**config.mk**
```make
export PLATFORM = sky130hd
export DESIGN_NAME = rx_serial_32_paridade
export DESIGN_NICKNAME = d
export VERILOG_FILES = /design/src/rtl/rx_serial_32_paridade_pkg.sv /design/src/rtl/rx_serial_32_paridade_contador_baud.sv /design/src/rtl/rx_serial_32_paridade.sv
export SDC_FILE = /design/constraint.sdc
export NUM_CORES = 1
export LEC_CHECK = 0
export ABC_AREA = 1
export CORE_MARGIN = 10
export CORE_UTILIZATION = 52
export CTS_CLUSTER_SIZE = 8
export DETAILED_ROUTE_END_ITERATION = 7
export PLACE_DENSITY_LB_ADDON = 0.1
export SLEW_MARGIN = 5
export SYNTH_ARGS = -nofsm -noshare
export SYNTH_HDL_FRONTEND = slang
export SYNTH_SLANG_ARGS = --single-unit
```
**constraint.sdc**
```tcl
create_clock -name clock -period 3 [get_ports clock]
set_input_delay 0.45 -clock clock [delete_from_list [all_inputs] [get_ports clock]]
set_output_delay 0.45 -clock clock [all_outputs]
set_load 0.02 [all_outputs]
```
**src/rtl/rx_serial_32_paridade_pkg.sv**
```systemverilog
// Constants shared by the serial receiver and interface_dht11: default clock
// and line rate, the derived bit timings, and the parity-check helper.
package rx_serial_32_paridade_pkg;

    localparam int CLK_FREQ_PADRAO = 50_000_000;
    localparam int BAUD_PADRAO     = 9600;
    localparam int CLKS_BIT_PADRAO = CLK_FREQ_PADRAO / BAUD_PADRAO;
    localparam int MEIO_BIT_PADRAO = CLKS_BIT_PADRAO / 2;

    // xor_total is the XOR of data and parity bit; it must equal 1 for odd
    // parity and 0 for even parity, anything else is a parity error.
    function automatic logic calc_erro_paridade(input logic xor_total, input logic impar);
        return xor_total ^ impar;
    endfunction

endpackage

```
**src/rtl/rx_serial_32_paridade_contador_baud.sv**
```systemverilog
// Loadable down-counter used to time half-bit and full-bit intervals.
// fim is high while the count sits at zero; the FSM reloads on that cycle,
// so in practice it acts as a one-cycle terminal pulse.
module contador_baud #(
    parameter int LARGURA = 8
) (
    input  logic               clock,
    input  logic               reset,
    input  logic               limpa,
    input  logic               carrega,
    input  logic [LARGURA-1:0] valor,
    output logic               fim
);

    logic [LARGURA-1:0] conta_q, conta_d;

    // Next count: clear wins over load, otherwise count down and park at zero.
    always_comb begin
        conta_d = conta_q;
        if (limpa) begin
            conta_d = '0;
        end else if (carrega) begin
            conta_d = valor;
        end else if (conta_q != '0) begin
            conta_d = conta_q - LARGURA'(1);
        end
    end

    // Count register.
    always_ff @(posedge clock or posedge reset) begin
        if (reset) begin
            conta_q <= '0;
        end else begin
            conta_q <= conta_d;
        end
    end

    assign fim = (conta_q == '0);

endmodule

```
**src/rtl/rx_serial_32_paridade.sv**
```systemverilog
// Async serial receiver: start, N_DADOS data bits LSB first, parity, stop.
// Bits are sampled at mid-bit; the word and error flags are updated together
// with a one-cycle pronto pulse at the end of every completed frame.
module rx_serial_32_paridade
    import rx_serial_32_paridade_pkg::*;
#(
    parameter int CLK_FREQ       = CLK_FREQ_PADRAO,
    parameter int BAUD           = BAUD_PADRAO,
    parameter int N_DADOS        = 32,
    parameter bit PARIDADE_IMPAR = 1'b1
) (
    input  logic               clock,
    input  logic               reset,
    input  logic               rx_serial,
    output logic [N_DADOS-1:0] dado_recebido,
    output logic               pronto,
    output logic               erro_paridade,
    output logic               erro_stop,
    output logic [3:0]         db_estado
);

    localparam int CLKS_BIT = CLK_FREQ / BAUD;
    localparam int MEIO_BIT = CLKS_BIT / 2;
    localparam int CW       = $clog2(CLKS_BIT);
    localparam int IW       = $clog2(N_DADOS + 2);

    // The counter is loaded on the transition into a waiting state and that
    // state is left on the cycle the count reaches zero, so a load of N-2
    // keeps the FSM in the state for N-1 cycles.
    localparam logic [CW-1:0] CARGA_MEIO = CW'(MEIO_BIT - 2);
    localparam logic [CW-1:0] CARGA_BIT  = CW'(CLKS_BIT - 2);
    localparam logic [IW-1:0] IDX_PAR    = IW'(N_DADOS);
    localparam logic [IW-1:0] IDX_STOP   = IW'(N_DADOS + 1);

    typedef enum logic [3:0] {
        INICIAL      = 4'd0,
        ESPERA_START = 4'd1,
        ESPERA_BIT   = 4'd2,
        AMOSTRA      = 4'd3,
        FINAL        = 4'd4
    } estado_t;

    estado_t            estado_q, estado_d;
    logic               sync1_q, sync2_q, ant_q;
    logic               borda_descida;
    logic [IW-1:0]      indice_q, indice_d;
    logic [N_DADOS-1:0] dados_q, dados_d;
    logic               par_q, par_d;
    logic               stop_q, stop_d;
    logic [N_DADOS-1:0] saida_q, saida_d;
    logic               erro_par_q, erro_par_d;
    logic               erro_stop_q, erro_stop_d;
    logic               cont_limpa, cont_carrega, cont_fim;
    logic [CW-1:0]      cont_valor;

    // Two-flop synchronizer plus previous-value flop for edge detection;
    // all reset to the idle level so a line held low gives one edge only.
    always_ff @(posedge clock or posedge reset) begin
        if (reset) begin
            sync1_q <= 1'b1;
            sync2_q <= 1'b1;
            ant_q   <= 1'b1;
        end else begin
            sync1_q <= rx_serial;
            sync2_q <= sync1_q;
            ant_q   <= sync2_q;
        end
    end

    assign borda_descida = ant_q & ~sync2_q;

    contador_baud #(
        .LARGURA (CW)
    ) u_contador (
        .clock   (clock),
        .reset   (reset),
        .limpa   (cont_limpa),
        .carrega (cont_carrega),
        .valor   (cont_valor),
        .fim     (cont_fim)
    );

    // Next-state, datapath and counter control for the frame FSM.
    always_comb begin
        estado_d     = estado_q;
        indice_d     = indice_q;
        dados_d      = dados_q;
        par_d        = par_q;
        stop_d       = stop_q;
        saida_d      = saida_q;
        erro_par_d   = erro_par_q;
        erro_stop_d  = erro_stop_q;
        cont_limpa   = 1'b0;
        cont_carrega = 1'b0;
        cont_valor   = CARGA_BIT;
        case (estado_q)
            INICIAL: begin
                if (borda_descida) begin
                    estado_d     = ESPERA_START;
                    cont_carrega = 1'b1;
                    cont_valor   = CARGA_MEIO;
                end else begin
                    cont_limpa   = 1'b1;
                end
            end
            ESPERA_START: begin
                if (cont_fim) begin
                    if (!sync2_q) begin
                        estado_d     = ESPERA_BIT;
                        indice_d     = '0;
                        cont_carrega = 1'b1;
                    end else begin
                        estado_d     = INICIAL;
                    end
                end
            end
            ESPERA_BIT: begin
                if (cont_fim) begin
                    estado_d = AMOSTRA;
                end
            end
            AMOSTRA: begin
                if (indice_q < IDX_PAR) begin
                    dados_d = {sync2_q, dados_q[N_DADOS-1:1]};
                end else if (indice_q == IDX_PAR) begin
                    par_d   = sync2_q;
                end else begin
                    stop_d  = sync2_q;
                end
                indice_d = indice_q + IW'(1);
                if (indice_q == IDX_STOP) begin
                    estado_d     = FINAL;
                end else begin
                    estado_d     = ESPERA_BIT;
                    cont_carrega = 1'b1;
                end
            end
            FINAL: begin
                saida_d     = dados_q;
                erro_par_d  = calc_erro_paridade(^{dados_q, par_q}, PARIDADE_IMPAR);
                erro_stop_d = ~stop_q;
                // A start edge landing right here would be lost in INICIAL,
                // so accept it directly to allow back-to-back frames.
                if (borda_descida) begin
                    estado_d     = ESPERA_START;
                    cont_carrega = 1'b1;
                    cont_valor   = CARGA_MEIO;
                end else begin
                    estado_d     = INICIAL;
                end
            end
            default: begin
                estado_d = INICIAL;
            end
        endcase
    end

    // State, shift register and output registers.
    always_ff @(posedge clock or posedge reset) begin
        if (reset) begin
            estado_q    <= INICIAL;
            indice_q    <= '0;
            dados_q     <= '0;
            par_q       <= 1'b0;
            stop_q      <= 1'b1;
            saida_q     <= '0;
            erro_par_q  <= 1'b0;
            erro_stop_q <= 1'b0;
        end else begin
            estado_q    <= estado_d;
            indice_q    <= indice_d;
            dados_q     <= dados_d;
            par_q       <= par_d;
            stop_q      <= stop_d;
            saida_q     <= saida_d;
            erro_par_q  <= erro_par_d;
            erro_stop_q <= erro_stop_d;
        end
    end

    assign dado_recebido = saida_q;
    assign erro_paridade = erro_par_q;
    assign erro_stop     = erro_stop_q;
    assign pronto        = (estado_q == FINAL);
    assign db_estado     = estado_q;

endmodule

```
==> qor.csv <==
metric,value,unit
drcViolationCount,0,
hold_buffers,0,
routed_via_density,5.007,
design.core.area,8341,µm²
hold_viol_final,0,
drive_above_1_share,6.774,%
cts_tree,done,
dr.pass1.iters,5,
max-slew-margin-rel,41.14,%
grt_max_degree,67,
p_int,2.245,mW
vias,3630,
finalSetupTns,0,ns
p_comb_share,35.3,%
fp.dieH,113.1,µm
postSynthAreaPerCell,7.854,µm²
hold_class,reg2reg,
max_freq,411.0,MHz
p_sw,1.419,mW
grt_use_total,14.63,%
switching_share,38.73,%
cts_resized,0,
critPathRequiredTime,2.55,ns
root_buffer,clkbuf_8,
cts_max_path_buffers,2,
clk_pin_slew_worst_paths,0.08,ns
ios,42,
critPathKind,reg2out,
status,completed,
cap_violations,0,
total_leakage_power,2.480,nW
synth_seq_area_share,51.73,%
clock-sinks,93,
clock_latency,0.35,ns
worstMarginPinSlew,0.8816,ns
fp.dieArea,12790,µm²
finalWirelength,9036,µm
startpoint_type,flop,
fin_crit_sh,81.11,%
crit_path_end_kind,output port,
rsz0062_at_grt,false,
place_congestion,0.8138,
crit_fanout,6,
drtIter0Drc,202,
die_x,113.1,µm
seqPwrFrac,44.0,%
synth_cell_types,35,
syn_to_final_growth,15.38,%
antenna_found_initial,0,
syn-instance-count,574,
antennaDiodeCount,0,
drv_slew,0,
port_buffers,40,
syn_area,4508,µm²
synth-seq-cells,93,
nets,622,
p_per_area,704.3,nW/µm²
htree_levels,3,
finalSetupViolCount,0,
first_global_vias,3382,
ant_nets,0,
grt_first_pass_wirelength,15840,µm
grt-ovfl-total,0,
arrival,1.98,ns
fin_skew,0.009664,ns
post_drt_wl_per_cell,12.46,µm
nFillCells,748,
place_hpwl,6579,µm
ir_drop,394.3,µV
period_minus_slack,2.433,ns
floorplan.rows,33,
initial_core_util,54.05,%
yosys_warnings,0,
post-cts-setup-buffers,0,
synth_nets,581,
cts_buffers,9,
total_power,3.663,mW
pwr-share-clk,20.7,%
[logic make-up (layout without fill, tap and decap cells)]
logic type | count (synthesis) | in the layout | synth area share [%]
adders and majority gates | 4 | 4 | 1.110
xor gates and xnor gates | 11 | 11 | 2.137
and+or+nand+nor | 300 | 300 | 27.98
buffers and inverters | 79 | 125 | 6.855
AOI/OAI and AO/OA | 86 | 86 | 10.10
DFF | 93 | 93 | 51.73
other | 1 | 1 | 0.08318
[critical path, cell delays in order (launching register included)]
cell             delay [ns]
dfrtp_1                0.43
nor2_1                 0.10
inv_1                  0.07
nor2_1                 0.35
clkdlybuf4s50_1        0.69
[state kept, by name, summed over array words and instances (netlist names)]
signal,count
ant_q,1
dado_recebido,32
dados_q,32
db_estado,3
erro_paridade,1
erro_stop,1
indice_q,6
par_q,1
stop_q,1
sync1_q,1
sync2_q,1
u_contador.conta_q,13
[worst paths after layout]
kind                       cells past startpoint                     to  slack (ns)                   from
max in group asynchronous                      3       dado_recebido[1]        1.92                  reset
min reg2reg                                    0                sync2_q        0.36                sync1_q
max reg2reg                                   12  u_contador.conta_q[3]        0.91  u_contador.conta_q[0]
min in group asynchronous                      2      dado_recebido[10]        0.46                  reset
min                                            0                sync2_q        0.36                sync1_q
max                                            4                 pronto        0.57           db_estado[1]
[power groups by stage]
stage | Clock [mW] | Sequential [mW] | Combinational (mW)
after floorplan | 0 | 1.61 | 1.05
after CTS | 0.787 | 1.61 | 1.30
after global placement | 0 | 1.63 | 1.26
after detailed placement | 0 | 1.64 | 1.29
after global routing | 0.848 | 1.64 | 1.51
final | 0.757 | 1.61 | 1.29
[cells in the final DEF (no fill, tap or decap), types with 2 or more instances in the layout]
master,n
nand2_1,230
o21ai_1,11
nor2_1,31
clkdlybuf4s50_1,40
nor3_1,3
a21oi_1,2
ha_1,4
clkbuf_8,11
inv_1,60
xnor2_1,4
nand4_1,7
nand3_1,16
o21ai_0,65
dfrtp_1,89
buf_4,4
nor2_2,3
clkinvlp_4,2
clkbuf_1,2
dfstp_2,4
clkinv_2,2
nand3_4,2
a21oi_2,5
xor2_1,7
inv_2,3
[final cells by class]
class                   count  area [µm²]  area share (%)
clock buffers              13       158.9           3.055
clock inverters             3       20.02          0.3849
inverters                  64       241.5           4.643
multi-input cells         402        1867           35.89
flip-flops and latches     93        2332           44.84
well taps                 105       131.4           2.526
repair buffers             45       450.4           8.660
[layer usage]
layer | up-vias | routed length [µm] | global-route usage (%)
li1 | 1873 | - | -
met1 | 1684 | 4250 | 19.02
met2 | 65 | 4187 | 23.16
met3 | 8 | 515 | 4.490
met4 | 0 | 82 | 3.807
met5 | - | 0 | 0
[through the flow]
stage | setup WS [ns] | utilization, % | instance area, µm² | hold WS (ns) | std cells
6_report | 0.5668 | 62.36 | 5201 | 0.3597 | 725
5_1_grt | 0.3904 | 62.36 | 5201 | 0.3661 | 725
4_1_cts | 0.5563 | 62.36 | 5201 | 0.3622 | 725
3_5_place_dp | 0.9422 | 60.22 | 5022 | 0.3503 | 709
3_3_place_gp | 0.9947 | 60.22 | 5022 | 0.3483 | 709
2_1_floorplan | 0.1363 | - | 4508 | 0.3452 | 574
[synth_stat cells]
library cell  instances  area [µm²]
conb_1                1       3.750
o31ai_1               1       7.510
nor4_4                1       21.27
dfstp_2               4       105.1
o22ai_1               1       6.260
o21ai_0              65       325.3
buf_1                 1       3.750
nor2_2                3       18.77
clkbuf_1             11       41.29
nand3_4               2       35.03
xnor2_1               4       35.03
or2_4                 1       8.760
a21oi_2               5       43.79
buf_4                 1       7.510
nor2_4                1       11.26
nand3_1              16       80.08
nand2_4               1       11.26
nor2_1               31       116.4
inv_2                 3       11.26
a21oi_1               2       10.01
nand3b_1              1       7.510
a211oi_1              1       7.510
inv_1                61       229.0
nand2_1             230       863.3
and3_1                1       6.260
nand4_1               7       43.79
buf_6                 1       11.26
buf_2                 1       5.000
dfrtp_1              89        2227
ha_1                  4       50.05
o21ai_1              11       55.05
xor2_1                7       61.31
nor4_1                1       6.260
nor3_1                3       15.01
nor3_4                1       16.27
(Power assumes the default switching activity.)
